$ cat src/rtl/game_flow_if.sv
// game_flow_if
//   Bundles the frame/player event inputs and the status outputs of the game-flow
//   controller so they can be passed around as one port.
//   Inputs to the controller : fsync, ready_up, aliens_cleared, player_hit
//   Outputs of the controller: state, level, lives, alien_speed, aliens_reset,
//                              play_active, show_start, show_banner, game_over,
//                              use_gameover_pixels
//   modport master : the side that produces events and consumes status
//   modport slave  : the controller itself
interface game_flow_if #(
  parameter int LVL_W   = 5,
  parameter int LIVES_W = 3,
  parameter int SPEED_W = 4
);
  logic               fsync;
  logic               ready_up;
  logic               aliens_cleared;
  logic               player_hit;
  logic [2:0]         state;
  logic [LVL_W-1:0]   level;
  logic [LIVES_W-1:0] lives;
  logic [SPEED_W-1:0] alien_speed;
  logic               aliens_reset;
  logic               play_active;
  logic               show_start;
  logic               show_banner;
  logic               game_over;
  logic               use_gameover_pixels;

  modport master (
    output fsync, ready_up, aliens_cleared, player_hit,
    input  state, level, lives, alien_speed, aliens_reset, play_active,
           show_start, show_banner, game_over, use_gameover_pixels
  );

  modport slave (
    input  fsync, ready_up, aliens_cleared, player_hit,
    output state, level, lives, alien_speed, aliens_reset, play_active,
           show_start, show_banner, game_over, use_gameover_pixels
  );
endinterface

$ cat src/rtl/game_flow_controller.sv
// game_flow_controller
//   Game-flow FSM for the shooter: START -> BANNER -> PLAY -> CLEAR -> BANNER ...
//   and PLAY -> GAMEOVER -> START. Tracks level, spare lives and alien speed.
//   All pause timers count frames (fsync pulses); the frame counter restarts on
//   every state change. All outputs come straight from flops.
// Ports:
//   pixel_clk : clock
//   rst       : synchronous reset, active-high
//   gf        : game_flow_if.slave (event inputs, state/level/lives/speed/flags)
// Build option:
//   GAME_FLOW_EXTRA_LIFE_EN - when defined, each CLEAR->BANNER transition into a
//   level that is a multiple of 4 grants one extra life (capped at LIVES_MAX).
module game_flow_controller #(
  parameter int MAX_LEVEL       = 16,
  parameter int LVL_W           = 5,
  parameter int LIVES_INIT      = 3,
  parameter int LIVES_MAX       = 7,
  parameter int LIVES_W         = 3,
  parameter int SPEED_W         = 4,
  parameter int SPEED_BASE      = 1,
  parameter int SPEED_STEP      = 1,
  parameter int SPEED_MAX       = 15,
  parameter int START_FRAMES    = 60,
  parameter int BANNER_FRAMES   = 120,
  parameter int CLEAR_FRAMES    = 90,
  parameter int GAMEOVER_FRAMES = 180
) (
  input  logic         pixel_clk,
  input  logic         rst,
  game_flow_if.slave   gf
);

  typedef enum logic [2:0] {
    ST_START    = 3'd0,
    ST_BANNER   = 3'd1,
    ST_PLAY     = 3'd2,
    ST_CLEAR    = 3'd3,
    ST_GAMEOVER = 3'd4
  } state_e;

  localparam int MF_A       = (START_FRAMES > BANNER_FRAMES) ? START_FRAMES : BANNER_FRAMES;
  localparam int MF_B       = (CLEAR_FRAMES > GAMEOVER_FRAMES) ? CLEAR_FRAMES : GAMEOVER_FRAMES;
  localparam int MAX_FRAMES = (MF_A > MF_B) ? MF_A : MF_B;
  // One spare code above the longest wait so the saturated value never equals N-1.
  localparam int FC_W       = $clog2(MAX_FRAMES + 1);
  localparam int LIVES_START = (LIVES_INIT > LIVES_MAX) ? LIVES_MAX : LIVES_INIT;

  state_e             state_q, state_d;
  logic [FC_W-1:0]    frame_cnt_q, frame_cnt_d;
  logic               start_ok_q, start_ok_d;   // START minimum dwell has elapsed
  logic [LVL_W-1:0]   level_q, level_d;
  logic [LIVES_W-1:0] lives_q, lives_d;
  logic [SPEED_W-1:0] speed_q, speed_d;
  logic               aliens_reset_q, aliens_reset_d;
  logic               play_active_q, play_active_d;
  logic               show_start_q, show_start_d;
  logic               show_banner_q, show_banner_d;
  logic               game_over_q, game_over_d;

  logic [FC_W-1:0]    last_cnt_s;
  logic               done_s;
  logic [LVL_W-1:0]   level_next_s;
  logic [SPEED_W:0]   speed_sum_s;

  // Next-state, counters and registered-output values.
  always_comb begin
    state_d      = state_q;
    start_ok_d   = start_ok_q;
    level_d      = level_q;
    lives_d      = lives_q;
    speed_d      = speed_q;
    last_cnt_s   = {FC_W{1'b1}};
    level_next_s = level_q;
    speed_sum_s  = {1'b0, speed_q} + (SPEED_W+1)'(SPEED_STEP);

    case (state_q)
      ST_START:    last_cnt_s = FC_W'(START_FRAMES - 1);
      ST_BANNER:   last_cnt_s = FC_W'(BANNER_FRAMES - 1);
      ST_CLEAR:    last_cnt_s = FC_W'(CLEAR_FRAMES - 1);
      ST_GAMEOVER: last_cnt_s = FC_W'(GAMEOVER_FRAMES - 1);
      default:     last_cnt_s = {FC_W{1'b1}};
    endcase
    done_s = gf.fsync && (frame_cnt_q == last_cnt_s);

    if (level_q >= LVL_W'(MAX_LEVEL)) begin
      level_next_s = LVL_W'(MAX_LEVEL);
    end else begin
      level_next_s = level_q + LVL_W'(1);
    end

    case (state_q)
      ST_START: begin
        if (done_s) begin
          start_ok_d = 1'b1;
        end else begin
          start_ok_d = start_ok_q;
        end
        // ready_up is honoured on the same cycle the dwell completes.
        if ((start_ok_q || done_s) && gf.ready_up) begin
          state_d = ST_BANNER;
          level_d = LVL_W'(1);
          lives_d = LIVES_W'(LIVES_START);
          speed_d = SPEED_W'(SPEED_BASE);
        end else begin
          state_d = ST_START;
        end
      end
      ST_BANNER: begin
        if (done_s) begin
          state_d = ST_PLAY;
        end else begin
          state_d = ST_BANNER;
        end
      end
      ST_PLAY: begin
        // A hit is resolved before a simultaneous clear.
        if (gf.player_hit && (lives_q == '0)) begin
          state_d = ST_GAMEOVER;
        end else if (gf.player_hit) begin
          lives_d = lives_q - LIVES_W'(1);
          state_d = gf.aliens_cleared ? ST_CLEAR : ST_PLAY;
        end else if (gf.aliens_cleared) begin
          state_d = ST_CLEAR;
        end else begin
          state_d = ST_PLAY;
        end
      end
      ST_CLEAR: begin
        if (done_s) begin
          state_d = ST_BANNER;
          level_d = level_next_s;
          if (speed_sum_s > (SPEED_W+1)'(SPEED_MAX)) begin
            speed_d = SPEED_W'(SPEED_MAX);
          end else begin
            speed_d = speed_sum_s[SPEED_W-1:0];
          end
`ifdef GAME_FLOW_EXTRA_LIFE_EN
          if ((level_next_s[1:0] == 2'b00) && (lives_q < LIVES_W'(LIVES_MAX))) begin
            lives_d = lives_q + LIVES_W'(1);
          end else begin
            lives_d = lives_q;
          end
`endif
        end else begin
          state_d = ST_CLEAR;
        end
      end
      ST_GAMEOVER: begin
        if (done_s) begin
          state_d = ST_START;
        end else begin
          state_d = ST_GAMEOVER;
        end
      end
      default: state_d = ST_START;
    endcase

    if (state_d != state_q) begin
      frame_cnt_d = '0;
      start_ok_d  = 1'b0;
    end else if (gf.fsync && (frame_cnt_q != {FC_W{1'b1}})) begin
      frame_cnt_d = frame_cnt_q + FC_W'(1);
    end else begin
      frame_cnt_d = frame_cnt_q;
    end

    aliens_reset_d = (state_d == ST_BANNER) && (state_q != ST_BANNER);
    play_active_d  = (state_d == ST_PLAY);
    show_start_d   = (state_d == ST_START);
    show_banner_d  = (state_d == ST_BANNER);
    game_over_d    = (state_d == ST_GAMEOVER);
  end

  // State and output registers with synchronous reset.
  always_ff @(posedge pixel_clk) begin
    if (rst) begin
      state_q        <= ST_START;
      frame_cnt_q    <= '0;
      start_ok_q     <= 1'b0;
      level_q        <= '0;
      lives_q        <= '0;
      speed_q        <= '0;
      aliens_reset_q <= 1'b0;
      play_active_q  <= 1'b0;
      show_start_q   <= 1'b1;
      show_banner_q  <= 1'b0;
      game_over_q    <= 1'b0;
    end else begin
      state_q        <= state_d;
      frame_cnt_q    <= frame_cnt_d;
      start_ok_q     <= start_ok_d;
      level_q        <= level_d;
      lives_q        <= lives_d;
      speed_q        <= speed_d;
      aliens_reset_q <= aliens_reset_d;
      play_active_q  <= play_active_d;
      show_start_q   <= show_start_d;
      show_banner_q  <= show_banner_d;
      game_over_q    <= game_over_d;
    end
  end

  assign gf.state               = state_q;
  assign gf.level               = level_q;
  assign gf.lives               = lives_q;
  assign gf.alien_speed         = speed_q;
  assign gf.aliens_reset        = aliens_reset_q;
  assign gf.play_active         = play_active_q;
  assign gf.show_start          = show_start_q;
  assign gf.show_banner         = show_banner_q;
  assign gf.game_over           = game_over_q;
  assign gf.use_gameover_pixels = game_over_q;

endmodule

$ cat src/flat_wrapper.sv
// flat-port wrapper written by rule: the top's interface ports become plain ports
module game_flow_controller_flat 
#(
  parameter int MAX_LEVEL       = 16,
  parameter int LVL_W           = 5,
  parameter int LIVES_INIT      = 3,
  parameter int LIVES_MAX       = 7,
  parameter int LIVES_W         = 3,
  parameter int SPEED_W         = 4,
  parameter int SPEED_BASE      = 1,
  parameter int SPEED_STEP      = 1,
  parameter int SPEED_MAX       = 15,
  parameter int START_FRAMES    = 60,
  parameter int BANNER_FRAMES   = 120,
  parameter int CLEAR_FRAMES    = 90,
  parameter int GAMEOVER_FRAMES = 180
)
  (pixel_clk, rst, gf_fsync, gf_ready_up, gf_aliens_cleared, gf_player_hit, gf_state, gf_level, gf_lives, gf_alien_speed, gf_aliens_reset, gf_play_active, gf_show_start, gf_show_banner, gf_game_over, gf_use_gameover_pixels);
  game_flow_if #(.LVL_W(LVL_W), .LIVES_W(LIVES_W), .SPEED_W(SPEED_W)) gf_i ();
  input  logic pixel_clk;
  input  logic rst;
  input wire logic [$bits(gf_i.fsync)-1:0] gf_fsync;
  input wire logic [$bits(gf_i.ready_up)-1:0] gf_ready_up;
  input wire logic [$bits(gf_i.aliens_cleared)-1:0] gf_aliens_cleared;
  input wire logic [$bits(gf_i.player_hit)-1:0] gf_player_hit;
  output wire logic [$bits(gf_i.state)-1:0] gf_state;
  output wire logic [$bits(gf_i.level)-1:0] gf_level;
  output wire logic [$bits(gf_i.lives)-1:0] gf_lives;
  output wire logic [$bits(gf_i.alien_speed)-1:0] gf_alien_speed;
  output wire logic [$bits(gf_i.aliens_reset)-1:0] gf_aliens_reset;
  output wire logic [$bits(gf_i.play_active)-1:0] gf_play_active;
  output wire logic [$bits(gf_i.show_start)-1:0] gf_show_start;
  output wire logic [$bits(gf_i.show_banner)-1:0] gf_show_banner;
  output wire logic [$bits(gf_i.game_over)-1:0] gf_game_over;
  output wire logic [$bits(gf_i.use_gameover_pixels)-1:0] gf_use_gameover_pixels;
  assign gf_i.fsync = gf_fsync;
  assign gf_i.ready_up = gf_ready_up;
  assign gf_i.aliens_cleared = gf_aliens_cleared;
  assign gf_i.player_hit = gf_player_hit;
  assign gf_state = gf_i.state;
  assign gf_level = gf_i.level;
  assign gf_lives = gf_i.lives;
  assign gf_alien_speed = gf_i.alien_speed;
  assign gf_aliens_reset = gf_i.aliens_reset;
  assign gf_play_active = gf_i.play_active;
  assign gf_show_start = gf_i.show_start;
  assign gf_show_banner = gf_i.show_banner;
  assign gf_game_over = gf_i.game_over;
  assign gf_use_gameover_pixels = gf_i.use_gameover_pixels;
  game_flow_controller #(.MAX_LEVEL(MAX_LEVEL), .LVL_W(LVL_W), .LIVES_INIT(LIVES_INIT), .LIVES_MAX(LIVES_MAX), .LIVES_W(LIVES_W), .SPEED_W(SPEED_W), .SPEED_BASE(SPEED_BASE), .SPEED_STEP(SPEED_STEP), .SPEED_MAX(SPEED_MAX), .START_FRAMES(START_FRAMES), .BANNER_FRAMES(BANNER_FRAMES), .CLEAR_FRAMES(CLEAR_FRAMES), .GAMEOVER_FRAMES(GAMEOVER_FRAMES)) u_core (.pixel_clk(pixel_clk), .rst(rst), .gf(gf_i));
endmodule
$ cat config.mk
export PLATFORM = sky130hd
export DESIGN_NAME = game_flow_controller_flat
export DESIGN_NICKNAME = d
export VERILOG_FILES = /design/src/rtl/game_flow_if.sv /design/src/rtl/game_flow_controller.sv /design/src/flat_wrapper.sv
export SDC_FILE = /design/constraint.sdc
export NUM_CORES = 1
export LEC_CHECK = 0
export ABC_CLOCK_PERIOD_IN_PS = 3600
export CAP_MARGIN = 0
export CORE_ASPECT_RATIO = 0.75
export CORE_MARGIN = 8
export CORE_UTILIZATION = 60
export CTS_BUF_LIST = sky130_fd_sc_hd__clkbuf_8
export DETAILED_ROUTE_END_ITERATION = 12
export PLACE_DENSITY = 0.87
export SETUP_SLACK_MARGIN = 0.3
export SLEW_MARGIN = 15
export SYNTH_ARGS = -nofsm -noshare
export SYNTH_HDL_FRONTEND = slang
export SYNTH_SLANG_ARGS = --single-unit
$ cat constraint.sdc
create_clock -name pixel_clk -period 3.6 [get_ports pixel_clk]
set_clock_uncertainty 0.15 [all_clocks]
set_input_delay 0.72 -clock pixel_clk [delete_from_list [all_inputs] [get_ports pixel_clk]]
set_output_delay 0.72 -clock pixel_clk [all_outputs]
set_load 0.02 [all_outputs]
==> results of run 1 <==
## registers in the layout (all words and copies together) (netlist names)
register and flops:
u_core.gf.alien_speed 4, u_core.gf.level 5, u_core.gf.state 3, u_core.gf.game_over 1, u_core.gf.show_banner 1, u_core.frame_cnt_q 8
u_core.gf.show_start 1, u_core.start_ok_q 1, u_core.gf.play_active 1, u_core.gf.aliens_reset 1, u_core.gf.lives 3
## path summary, 6_finish.rpt
path,startpoint,end,slack (ns),cells after the start
max reg2reg,u_core.gf.state[0],u_core.frame_cnt_q[3],0.83,6
min reg2reg,u_core.gf.lives[0],u_core.gf.lives[0],0.34,1
max,u_core.gf.state[0],u_core.frame_cnt_q[3],0.83,6
min,u_core.gf.lives[0],u_core.gf.lives[0],0.34,1
## per-layer routing
layer | track usage [%] | up-vias | part of all wire, %
li1 | - | 793 | -
met1 | 22.5 | 793 | 42
met2 | 29.7 | 73 | 45
met3 | 5.95 | 14 | 9.5
met4 | 10.6 | 0 | 2.7
met5 | 0 | - | 0
## final cells by class
cell class,instances,area share [%]
clock buffers,7,4.53
flip-flops and latches,29,27.3
well taps,38,2.23
multi-input cells,152,51.2
repair buffers,27,12.6
inverters,11,1.94
clock inverters,1,0.235
## power breakdown
part | switching, µW | internal [µW] | leakage (µW) | total [µW]
registers | 3.24 | 323 | 0.000234 | 327
clock network | 123 | 172 | 0.0000542 | 295
logic | 16.8 | 12.2 | 0.000515 | 29.0
## per-stage QoR
step | power (µW) | setup WS (ns) | utilization, % | cells | hold slack (ns)
3_3_place_gp | 361 | 0.924 | 70.6 | 257 | 0.310
3_5_place_dp | 362 | 0.841 | 70.6 | 257 | 0.334
2_1_floorplan | 351 | 1.51 | - | 202 | 0.370
6_report | 651 | 0.834 | 74.1 | 265 | 0.338
4_1_cts | 657 | 0.871 | 74.1 | 265 | 0.351
5_1_grt | 672 | 0.709 | 74.1 | 265 | 0.365
## synthesized netlist by cell type (2+ instances only)
cell      number
a21oi_1       12
buf_4          5
xnor2_1        3
o21a_1         2
nor3_1         6
nor2_4         2
ha_1           7
nand2_1       11
nand4_1        5
nor2_1        15
a311oi_1       3
o211a_1        2
o21ai_0        7
a21oi_2        2
dfxtp_1       29
inv_1         11
xor2_1         3
a31oi_1        7
o21bai_1       2
clkbuf_1       3
nand2b_1       2
a211oi_1       5
nor2b_1        5
nand3_1        9
and2_1         2
and3_1         7
o31ai_1        2
a211oi_2       2
mux2i_1        2
## worst max-delay path, cell delays in order, from the launching register on
cell and delay [ns]:
dfxtp_1 0.82, nand3b_4 0.29, or4_4 0.53, o21a_2 0.19, nor2_4 0.17, a221o_1 0.39, nor2_1 0.09
## cells by family (layout without fill, tap and decap cells)
kind of cell | Yosys count | after routing | share of synthesized area, %
AOI/OAI and AO/OA | 62 | 62 | 27.2
xor gates and xnor gates | 6 | 6 | 2.96
adders and majority gates | 7 | 7 | 4.93
buffers and inverters | 21 | 46 | 5.99
DFF | 29 | 29 | 32.7
muxes | 3 | 3 | 1.90
and+or+nand+nor | 74 | 74 | 24.4
==> impl_metrics.yaml, run 1 <==
sta:
  rsz0062_at_grt: "false"
  final-hold-violation-count: 0
  maxSlewViolCount: 0
  timing.fmax_ghz: 0.362
  setup_violations: 0
  period_needed_ns: 2.77
  post-route-period-util_pct: 76.8
  maxSlewHeadroom_pct: 48.2
  worst_slew_pin_slew_ns: 0.775
  tns_ns: 0
clock_tree:
  post_cts_resized: 0
  cts-root-buf: "clkbuf_8"
  cts_setup_buffers: 0
  postCtsHoldBufs: 0
  path_clk_slew_ns: 0.06
  worstSkewPairLatency_ns: 0.29
  tritoncts: "yes"
  numClockSinks: 29
  numCtsBuffers: 5
  cts_max_level: 2
  cts_max_path_buffers: 2
place:
  port_buffers: 26
  dp_hpwl_mm: 3.31
  placed_cell_area_mm2: 0.00203
  place.gp.congestion: 0.926
run_status:
  status: "complete, no violations"
floorplan:
  start_util_pct: 61.9
  core-area_mm2: 0.00287
  die_area_mm2: 0.00498
  pin_count: 27
  row_count: 17
  die_h_um: 63.1
  fp.dieW_um: 78.8
synthesis:
  yosys-top-cells-area: "dfxtp_1 33%, ha_1 4.9%, a21oi_1 3.4%"
  synth.net_count: 215
  ys_warn_count: 0
  syn-cell-area_mm2: 0.00178
  yosysTopAreaCell: "dfxtp_1"
  synth_top_area_share_pct: 32.7
  synth_cell_types: 58
  ys.flop_type: "dfxtp_1"
  syn-instance-count: 202
  synth_edf_count: 0
  synth_seq_area_share_pct: 32.7
  ys_async_sr_fraction_pct: 0
  syn_area_per_cell_um2: 8.80
  synth-seq-cells: 29
cells_and_area:
  fillerInstances: 227
  antenna_cells: 0
  final_common_cell: "dfxtp_1"
  layout_common_cells: "29 x dfxtp_1, 26 x clkdlybuf4s50_1, 15 x nor2_1"
  final_nets: 239
  fin_area_mm2: 0.00213
  layout-drive-gt1-share_pct: 12.8
  area_growth_pct: 19.8
  seq_area_um2: 581
  multiInputGateArea_mm2: 0.00109
detailed_routing:
  num_vias: 1673
  drc: 0
  wl_mm: 4.50
  first_pass_iters: 4
  dr.first_iter.drc_count: 165
  drtAntennaViolNets: 0
  wire_per_inst_um: 17.0
  routed_via_density: 6.31
critical_path:
  crit_type: "register to register"
  cp-end-kind: "register"
  crit_arrival_ns: 2.78
  crit_required_ns: 3.61
  startpoint_type: "register"
  crit_path_max_fanout: 20
grt:
  antenna_found_initial: 0
  grt_use_total_pct: 19.0
  gr-total-overflow: 0
  grt_max_degree: 21
  grt_pass1_vias: 1669
  grt_pass1_wl_mm: 7.60
job:
  max-cap-violations: 0
power:
  irDropWorstVdd_mv: 0.290
  p_per_area_mw_per_mm2: 306
  leakage_uw: 0.000803
hold_path:
  hold_class: "register to register"
No activity file was read; power rests on OpenSTA's default activity.
==> run 2: changes to the inputs <==
--- a/config.mk
+++ b/config.mk
@@ -5,14 +5,14 @@
 export SDC_FILE = /design/constraint.sdc
 export NUM_CORES = 1
 export LEC_CHECK = 0
-export ABC_CLOCK_PERIOD_IN_PS = 3600
+export ABC_CLOCK_PERIOD_IN_PS = 2300
 export CAP_MARGIN = 0
 export CORE_ASPECT_RATIO = 0.75
 export CORE_MARGIN = 8
-export CORE_UTILIZATION = 60
+export CORE_UTILIZATION = 50
 export CTS_BUF_LIST = sky130_fd_sc_hd__clkbuf_8
 export DETAILED_ROUTE_END_ITERATION = 12
-export PLACE_DENSITY = 0.87
+export PLACE_DENSITY = 0.78
 export SETUP_SLACK_MARGIN = 0.3
 export SLEW_MARGIN = 15
 export SYNTH_ARGS = -nofsm -noshare
==> constraint.sdc (replaced) <==
create_clock -name pixel_clk -period 2.3 [get_ports pixel_clk]
set_clock_uncertainty 0.15 [all_clocks]
set_input_delay 0.46 -clock pixel_clk [delete_from_list [all_inputs] [get_ports pixel_clk]]
set_output_delay 0.46 -clock pixel_clk [all_outputs]
set_load 0.02 [all_outputs]
==> run 2 against run 1 <==
Against the previous run: worst setup slack got worse by 0.61 ns; largest cell class unchanged; non-clock buffer count increased by 17; design area grew 11%; sequential share of layout area is 2.1 points lower; critical path type unchanged.
==> impl_metrics.yaml, run 2 (synthesis gave the netlist of run 1 again) <==
floorplan:
  die_area_mm2: 0.00574
  fp.dieW_um: 84.8
  start_util_pct: 52.9
  row_count: 18
  pin_count: 27
  core-area_mm2: 0.00336
  die_h_um: 67.6
power:
  p_per_area_mw_per_mm2: 429
  p_seq_share_pct: 50.1
  p_switching_uw: 220
  internal_power_uw: 796
  clockPowerShare_pct: 44.8
  irDropWorstVdd_mv: 0.286
  leakage_uw: 0.000973
  combPwrFrac_pct: 5.1
  switching_share_pct: 21.6
critical_path:
  cp-end-kind: "register"
  reg2reg_to: "u_core.frame_cnt_q[7]"
  crit_type: "register to register"
  reg2regPathDepth: 7
  reg2reg_from: "u_core.gf.state[2]"
  r2r_setup_slack_ns: 0.22
  crit_arrival_ns: 2.10
  crit_required_ns: 2.32
  crit_path_max_fanout: 6
  startpoint_type: "register"
cells_and_area:
  fillerInstances: 250
  area_growth_pct: 33.3
  final_common_cell: "dfxtp_1"
  largest_reg_flops: 8
  layout_common_cells: "23 x dfxtp_1, 21 x clkdlybuf4s50_1, 15 x buf_4"
  fin_cells: 284
  antenna_cells: 0
  layout-drive-gt1-share_pct: 27.5
  final_nets: 256
  regMostFlops: "u_core.frame_cnt_q"
  fin_area_mm2: 0.00237
sta:
  period_needed_ns: 2.08
  timing.fmax_ghz: 0.481
  post-route-period-util_pct: 90.4
  rsz0062_at_grt: "true"
  setup_violations: 0
  final-hold-violation-count: 0
  maxSlewHeadroom_pct: 66.7
  worst_slew_pin_slew_ns: 0.495
  tns_ns: 0
  maxSlewViolCount: 0
clock_tree:
  numCtsBuffers: 5
  cts_max_path_buffers: 2
  numClockSinks: 29
  worstSkewPairLatency_ns: 0.28
  tritoncts: "yes"
  cts-root-buf: "clkbuf_8"
  cts_max_level: 2
  postCtsHoldBufs: 0
  path_clk_slew_ns: 0.06
detailed_routing:
  dr.first_iter.drc_count: 181
  drc: 0
  first_pass_iters: 5
  num_vias: 1634
  drtAntennaViolNets: 0
  routed_via_density: 5.75
  wl_mm: 4.46
  wire_per_inst_um: 15.7
grt:
  grt_pass1_vias: 1425
  antenna_found_initial: 0
  grt_use_total_pct: 15.1
  grt_pass1_wl_mm: 6.89
  grt_max_degree: 20
  gr-total-overflow: 0
place:
  port_buffers: 26
  placed_cell_area_mm2: 0.00211
  placed_cells: 268
  dp_hpwl_mm: 3.15
  place.gp.congestion: 0.889
hold_path:
  hold_path.startpoint: "u_core.gf.lives[0]"
  hold_class: "register to register"
  hold_end: "u_core.gf.lives[0]"
  hold_path_depth: 1
job:
  max-cap-violations: 0
run_status:
  status: "complete, no violations"
==> run 2: power groups by stage <==
| stage | registers [µW] | logic (µW) | clock network [µW] |
|---|---|---|---|
| 6_report | 508 | 52.1 | 455 |
| 5_1_grt | 508 | 55.6 | 491 |
| 4_1_cts | 509 | 47.9 | 462 |
| 3_5_place_dp | 521 | 47.5 | 0 |
| 3_3_place_gp | 521 | 45.1 | 0 |
| 2_1_floorplan | 519 | 28.2 | 0 |
==> run 2: cell type report <==
cell class                 instances  area [µm²]  area share (%)
tap                               40        50.0            2.11
clock inverter                     1        5.00           0.211
timing repair buffer              44         405            17.1
clock buffer                       7        96.3            4.07
multi-input combinational        152        1170            49.6
inverter                          11        41.3            1.74
sequential                        29         596            25.1
==> run 2: through the flow <==
stage / setup slack (ns) / hold WS [ns] / util (%) / total power, µW
after floorplan: 0.298 / 0.370 / - / 548
after global placement: 0.0442 / 0.328 / 62.9 / 566
after detailed placement: 0.00991 / 0.322 / 62.9 / 569
after CTS: 0.290 / 0.296 / 66.8 / 1020
after global routing: 0.167 / 0.329 / 70.6 / 1050
final: 0.221 / 0.297 / 70.6 / 1020
==> run 2: what timing repair did <==
action,CTS,global route
endpoints found under the setup margin,20,30
resized for setup,6,26
pin swaps,2,2
setup buffers,3,4
gates cloned,0,1
==> run 2: worst max-delay path by stage <==
stage / startpoint / cells past startpoint / slack [ns] / to
detailed placement: gf_fsync / 6 / 0.01 / u_core.gf.state[2]
CTS: u_core.gf.state[0] / 6 / 0.29 / u_core.gf.state[2]
finish: u_core.gf.state[2] / 7 / 0.22 / u_core.frame_cnt_q[7]
floorplan: u_core.gf.state[0] / 8 / 0.30 / u_core.frame_cnt_q[6]
global route: u_core.gf.state[0] / 7 / 0.17 / u_core.frame_cnt_q[6]
global placement: gf_fsync / 7 / 0.04 / u_core.frame_cnt_q[4]
==> run 2: worst max-delay path: stages, from the launching register on <==
cell and delay, ns:
dfxtp_4 0.36, nand3b_4 0.17, or4_4 0.48, o21a_4 0.18, nor2_4 0.18, a221o_1 0.23, buf_2 0.16, nor2_1 0.05
==> run 2: routing by layer <==
layer	global-route usage (%)	share of wire (%)	vias to the layer above
met5	0	0	-
met4	5.30	1.2	0
met3	5.09	7.8	7
met2	20.5	40	61
met1	21.3	51	743
li1	-	-	823
==> run 3: changes to the inputs <==
--- a/config.mk
+++ b/config.mk
@@ -8,13 +8,13 @@
 export ABC_CLOCK_PERIOD_IN_PS = 2300
 export CAP_MARGIN = 0
 export CORE_ASPECT_RATIO = 0.75
-export CORE_MARGIN = 8
+export CORE_MARGIN = 2
 export CORE_UTILIZATION = 50
 export CTS_BUF_LIST = sky130_fd_sc_hd__clkbuf_8
 export DETAILED_ROUTE_END_ITERATION = 12
+export MAX_ROUTING_LAYER = met4
 export PLACE_DENSITY = 0.78
 export SETUP_SLACK_MARGIN = 0.3
-export SLEW_MARGIN = 15
 export SYNTH_ARGS = -nofsm -noshare
 export SYNTH_HDL_FRONTEND = slang
 export SYNTH_SLANG_ARGS = --single-unit
==> run 3 against run 2 <==
Against the previous run: worst setup slack improved by 0.044 ns; register-to-register slack improved by 0.04 ns; sequential cell count did not move; via count rose by 1.2%; largest power group unchanged.
==> impl_metrics.yaml, run 3 (synthesis gave the netlist of run 1 again) <==
grt:
  grt_pass1_vias: 1413
  antenna_found_initial: 0
  grt_pass1_wl_mm: 6.74
  grt_use_total_pct: 22.1
  gr-total-overflow: 0
  grt_max_degree: 20
power:
  p_switching_uw: 217
  leakage_uw: 0.000931
  finalPower_uw: 976
  combPwrFrac_pct: 5.2
  internal_power_uw: 760
  p_seq_share_pct: 52.2
  irDropWorstVdd_mv: 0.435
  clockPowerShare_pct: 42.7
  p_per_area_mw_per_mm2: 410
  switching_share_pct: 22.2
sta:
  maxSlewViolCount: 0
  tns_ns: 0
  rsz0062_at_grt: "true"
  post-route-period-util_pct: 88.5
  setup_violations: 0
  final-hold-violation-count: 0
  period_needed_ns: 2.04
  timing.fmax_ghz: 0.491
  maxSlewHeadroom_pct: 74.9
  worst_slew_pin_slew_ns: 0.372
floorplan:
  fp.dieW_um: 72.8
  pin_count: 27
  start_util_pct: 53.3
  row_count: 18
  die_area_mm2: 0.00405
  core-area_mm2: 0.00333
  die_h_um: 55.6
clock_tree:
  numClockSinks: 29
  postCtsHoldBufs: 0
  worstSkewPairLatency_ns: 0.28
  numCtsBuffers: 5
  cts-root-buf: "clkbuf_8"
  cts_max_level: 2
  path_clk_slew_ns: 0.06
  cts_max_path_buffers: 2
  tritoncts: "yes"
hold_path:
  hold_path.startpoint: "u_core.gf.lives[0]"
  hold_path_depth: 1
  hold_end: "u_core.gf.lives[0]"
  hold_class: "register to register"
detailed_routing:
  wl_mm: 4.29
  num_vias: 1654
  first_pass_iters: 5
  drc: 0
  dr.first_iter.drc_count: 105
  wire_per_inst_um: 15.1
  drtAntennaViolNets: 0
  routed_via_density: 5.82
run_status:
  status: "complete, no violations"
place:
  place.gp.congestion: 0.852
  dp_hpwl_mm: 2.95
  port_buffers: 26
job:
  max-cap-violations: 0
cells_and_area:
  layout-drive-gt1-share_pct: 27.5
  final_nets: 257
  layout_common_cells: "23 x clkdlybuf4s50_1, 23 x dfxtp_1, 15 x buf_4"
  largest_reg_flops: 8
  fin_util_pct: 71.4
  antenna_cells: 0
  area_growth_pct: 34.0
  regMostFlops: "u_core.frame_cnt_q"
critical_path:
  crit_type: "register to register"
  crit_required_ns: 2.34
  startpoint_type: "register"
  crit_path_max_fanout: 7
  reg2reg_to: "u_core.gf.lives[0]"
  cp-end-kind: "register"
  reg2regPathDepth: 6
  r2r_setup_slack_ns: 0.26
  crit_arrival_ns: 2.08
  reg2reg_from: "u_core.gf.state[0]"
[run 3: worst max-delay path by stage]
stage | from | end | slack, ns | cells after the start
floorplan | u_core.gf.state[0] | u_core.frame_cnt_q[6] | 0.30 | 8
global placement | gf_fsync | u_core.frame_cnt_q[4] | 0.04 | 7
detailed placement | gf_fsync | u_core.gf.state[2] | 0.008 | 6
CTS | u_core.gf.lives[0] | u_core.gf.show_banner | 0.29 | 10
global route | u_core.gf.state[0] | u_core.gf.lives[0] | 0.16 | 6
finish | u_core.gf.state[0] | u_core.gf.lives[0] | 0.26 | 6
[run 3: power by group through the flow]
stage,Combinational (µW),Sequential (µW),Clock (µW)
3_3_place_gp,46.7,521,0
4_1_cts,48.1,509,424
5_1_grt,56.5,510,445
2_1_floorplan,28.2,519,0
3_5_place_dp,47.5,521,0
6_report,50.5,509,417
[run 3: worst max-delay path: stages (launching register included)]
cell and delay (ns):
dfxtp_4 0.38, a211o_1 0.28, a21oi_2 0.20, o2111a_2 0.37, nand3_4 0.16, and3_1 0.21
a211oi_1 0.20
[run 3: through the flow]
step	std cells	hold slack (ns)	setup slack [ns]	area, µm²
6_report	284	0.283	0.265	2380
5_1_grt	284	0.307	0.158	2380
4_1_cts	278	0.321	0.292	2230
3_5_place_dp	269	0.315	0.00826	2120
3_3_place_gp	269	0.305	0.0408	2120
2_1_floorplan	202	0.370	0.298	1790
[run 3: area by class of cell]
cell class	count	area, µm²
fill	239	952
clock inverter	1	3.75
inverter	11	41.3
multi-input combinational	152	1190
timing repair buffer	45	418
clock buffer	6	82.6
sequential	29	593
tap	40	50.0
[run 3: routing by layer]
metal  GRT usage (%)  share of wire [%]
met4            6.08                1.5
met5               -                  0
met1            32.7                 49
met2            28.2                 41
met3            7.43                8.4
[run 3: timing repair]
item / 4_1_cts / 5_1_grt
buffers inserted: 2 / 6
gates resized for setup: 5 / 27
setup endpoints to repair: 16 / 29
endpoints found under the hold margin: 0 / 0
pin swaps: 1 / 6
cloned: 0 / 0
==> variant 1: new RTL, flow settings as in run 3 <==
`START_FRAMES` is set to 60 in 2 places; all go to 120.
--- a/src/rtl/game_flow_controller.sv
+++ b/src/rtl/game_flow_controller.sv
@@ -20,7 +20,7 @@
   parameter int SPEED_BASE      = 1,
   parameter int SPEED_STEP      = 1,
   parameter int SPEED_MAX       = 15,
-  parameter int START_FRAMES    = 60,
+  parameter int START_FRAMES    = 120,
   parameter int BANNER_FRAMES   = 120,
   parameter int CLEAR_FRAMES    = 90,
   parameter int GAMEOVER_FRAMES = 180
--- a/src/flat_wrapper.sv
+++ b/src/flat_wrapper.sv
@@ -10,7 +10,7 @@
   parameter int SPEED_BASE      = 1,
   parameter int SPEED_STEP      = 1,
   parameter int SPEED_MAX       = 15,
-  parameter int START_FRAMES    = 60,
+  parameter int START_FRAMES    = 120,
   parameter int BANNER_FRAMES   = 120,
   parameter int CLEAR_FRAMES    = 90,
   parameter int GAMEOVER_FRAMES = 180
Formal check against the unedited RTL: same outputs for any inputs over 10 cycles, from zero or initial values and one cycle with rst high; that may be too few to reach the edited logic, so the function may still have changed.
==> variant 1 against run 3 <==
Global-route usage is 9.1 points higher. Worst hold slack improved by 0.061 ns. Routed wire length is 52% higher. Cell area up 13%. Sequential cell count stayed put. Area after synthesis increased by 0.35%. Synthesized cell count grew 3.0%. Total power rose by 16%. Worst setup slack worse by 0.26 ns. Largest cell class unchanged. Largest power group is now clock.
==> variant 1: results (changes against run 3) <==
Status - finished clean
DPL Wire Length - 3490 µm (+18%)
Area after DPL - 2290 µm² (+8.1%)
Worst reg2reg setup slack - 0.007 ns (-0.26 ns)
Critical Path AT - 2.31 ns (+0.23 ns)
Slew @ Worst Pin - 0.471 ns (+0.0982 ns)
P_leak - 1.18 nW (+27%)
ClkCell Share - 4.33% (+0.70 points)
Buffering overhead - 22.7% (+5.1 points)
Pin count of the biggest net entering global routing - 16 (-20%)
Inverter count - 8 (-3)
Nets - 282 (+9.7%)
Final WS setup - 0.00718 ns (-0.258 ns)
Worst Hold Depth - 1 (unchanged)
Netlist cell types - 54 (-6.9%)
Final Instance Count excl. Fillers - 310 (+9.2%)
Multi-input combinational area share - 48.0% (-2.1 points)
Synth cell count leaders - dfxtp_1 (29), nand2_1 (16), a21oi_1 (15)
# port buffers - 26 (unchanged)
Vias in the first global route - 1843 (+30%)
Clock Tree Root - clkbuf_8
Placed Cells - 287 (+6.7%)
Iteration-0 DRC Markers - 336 (+220%)
Top post-synthesis cells by area - dfxtp_1 (33%), ha_1 (4.9%), a21oi_1 (4.2%)
Buffers, non-clock - 68 (+51%)
Worst hold endpoint - u_core.gf.level[3]
CP Capture Point - u_core.frame_cnt_q[2]
Syn_nets - 221 (+2.8%)
GPL Wtd Cong - 0.922 (+8.2%)
Maximum vdd drop - 0.340 mV (-22%)
R2R depth - 8 (+2)
Sequential share of the synthesized area - 32.6% (-0.11 points)
Post-synthesis cell count - 208 (+3.0%)
Setup crit start - u_core.gf.state[1]
Share of cells above drive strength 1 - 34.1% (+6.6 points)
Hold path start - u_core.gf.level[3]
Post-CTS Resized - 24 (+19)
Critical Path Fanout Max - 10 (+3)
Sequential cell area share - 22.0% (-2.9 points)
CP max stage delay - 0.40 ns (+0.02 ns)
Post-Place Setup Slack - -0.314 ns (-0.322 ns)
Post-CTS setup buffers - 12 (+10)
First-pass GRT wire length - 9400 µm (+40%)
Via count - 2031 (+23%)
Area Overhead vs Synth - 50.9%
Comb_multi_in - 157 (+3.3%)
Cell area after layout - 2690 µm² (+13%)
Wire length per cell - 21.0 µm (+39%)
All-Layer GR Usage - 31.2% (+9.1 points)
Final hold slack - 0.344 ns (+0.0612 ns)
Fill cells - 187 (-22%)
[variant 1: cell count changes after synthesis, moves of 4 or more]
cell     before  now
nor2_1       15    6
nor4_1        0    9
nand2_1      11   16
buf_2         0    4
nor2b_1       5    1
nor3b_1       1    5
[variant 1: power breakdown]
group	total (mW)	internal (mW)	switching (mW)
combinational	0.0655	0.0295	0.0360
sequential	0.507	0.502	0.00484
clock	0.559	0.348	0.210
total	1.13	0.880	0.251
[variant 1: routing by layer]
metal	vias to the layer above	track usage, %	part of all wire, %
li1	903	-	-
met5	-	-	0
met1	940	42.3	43
met4	0	11.9	4.3
met2	148	43.8	43
met3	40	8.70	10
[variant 1: cells by family (layout without fill, tap and decap cells)]
logic type               Yosys count  count (layout)  synth area share, %
AO/OA/AOI/OAI                     58              58                 23.9
multiplexers                       3               4                 1.89
AND/OR/NAND/NOR                   81              81                 27.1
buffers and inverters             23              84                 6.18
adder cells (fa/ha/maj)            7               7                 4.91
flip-flops                        29              29                 32.6
XOR/XNOR                           7               7                 3.44
==> variant 2: new RTL, config.mk and constraints of run 3 <==
Made on the original files. Reset style: asynchronous (`rst`), changed in one clocked block. Comments in the files are not updated.
--- a/src/rtl/game_flow_controller.sv
+++ b/src/rtl/game_flow_controller.sv
@@ -172,7 +172,7 @@
   end
 
   // State and output registers with synchronous reset.
-  always_ff @(posedge pixel_clk) begin
+  always_ff @(posedge pixel_clk or posedge rst) begin
     if (rst) begin
       state_q        <= ST_START;
       frame_cnt_q    <= '0;
Behaviour: no difference found for any inputs over 10 cycles, from zero or initial values and one cycle with rst high; that may be too few to reach the edited logic, so the function may still have changed.
==> variant 2 against run 3 <==
Sequential share of layout area increased by 1.8 points. First-iteration DRC count increased by 1.9%. Routed wire length up 15%. Area after synthesis is 3.9% higher. Synthesized cell count shrank 2.5%. Sequential cell count did not move. Largest cell class unchanged. Critical endpoint is now u_core.frame_cnt_q[6]. Cell area is 16% higher. Worst setup slack lost 0.18 ns.
Power is not compared: it rests on default switching activity, and its combinational part moved more than twofold at a synthesized area within 25%.
==> variant 2: results (changes against run 3) <==
Xor/xnor cell area share of the yosys netlist - 3.79% (+0.84 points)
Pin count of the biggest net entering global routing - 17 (-15%)
Final WS setup - 0.0870 ns (-0.178 ns)
Critical Path AT - 2.23 ns (+0.15 ns)
Placed Cells - 284 (+5.6%)
Multiplexer share of the synthesized area - 4.67% (+2.8 points)
WL met1 - 2300 µm (+9.0%)
Post-CTS Resized - 12 (+7)
Ys flop type - dfrtp_1
RR Startpoint - u_core.gf.state[2]
Ys async rst share - 100% (+100 points)
Final hold slack - 0.375 ns (+0.0920 ns)
WL final - 4930 µm (+15%)
CP Capture Point - u_core.frame_cnt_q[6]
Fill cells - 231 (-3.3%)
Status - finished clean
Post-synthesis cell count - 197 (-2.5%)
Met1 Track Usage GR - 33.2% (+0.49 points)
Via count - 1723 (+4.2%)
Post-CTS setup buffers - 11 (+9)
Slowest-stage cell, CP - dfrtp_2
GR Layer Usage met2 - 31.5% (+3.3 points)
Synth cell count leaders - dfrtp_1 (28), nand2_1 (18), nand3_1 (17)
Iteration-0 DRC Markers - 107 (+1.9%)
GPL Wtd Cong - 0.880 (+3.2%)
Netlist cell types - 51 (-12%)
Slew HR - 62.7% (-12 points)
Post-Place Setup Slack - -0.0967 ns (-0.105 ns)
Met2 routed WL - 2260 µm (+29%)
Vias in the first global route - 1509 (+6.8%)
GR Layer Usage met3 - 5.75% (-1.7 points)
Share of cells above drive strength 1 - 35.5% (+8.1 points)
Worst min path class - in -> async
Final Instance Count excl. Fillers - 311 (+9.5%)
Sequential share of the synthesized area - 39.4% (+6.7 points)
WL met3 - 256 µm (-28%)
-- variant 2: changes by cell type after synthesis, sizes merged, moves of 7 or more --
cell / before / now
nor3: 7 / 0
nand2: 11 / 18
dfrtp: 0 / 28
nand3: 10 / 19
dfxtp: 29 / 0
a21oi: 14 / 6
-- variant 2: layout make-up --
type,instances,area (µm²),area share (%)
inverter,16,60.1,2.18
tap,52,65.1,2.36
sequential,29,734,26.7
clock inverter,1,5.00,0.182
multi-input combinational,142,1190,43.1
clock buffer,7,96.3,3.50
timing repair buffer,64,607,22.0
-- variant 2: how the worst min path moves through the flow --
stage                            start               endpoint  cells past startpoint
floorplan                          rst  u_core.frame_cnt_q[0]                      1
global placement    u_core.gf.lives[2]     u_core.gf.lives[2]                      1
detailed placement  u_core.gf.lives[2]     u_core.gf.lives[2]                      1
CTS                 u_core.gf.lives[2]     u_core.gf.lives[2]                      1
global route        u_core.gf.lives[2]     u_core.gf.lives[2]                      1
finish                             rst     u_core.gf.lives[1]                      2
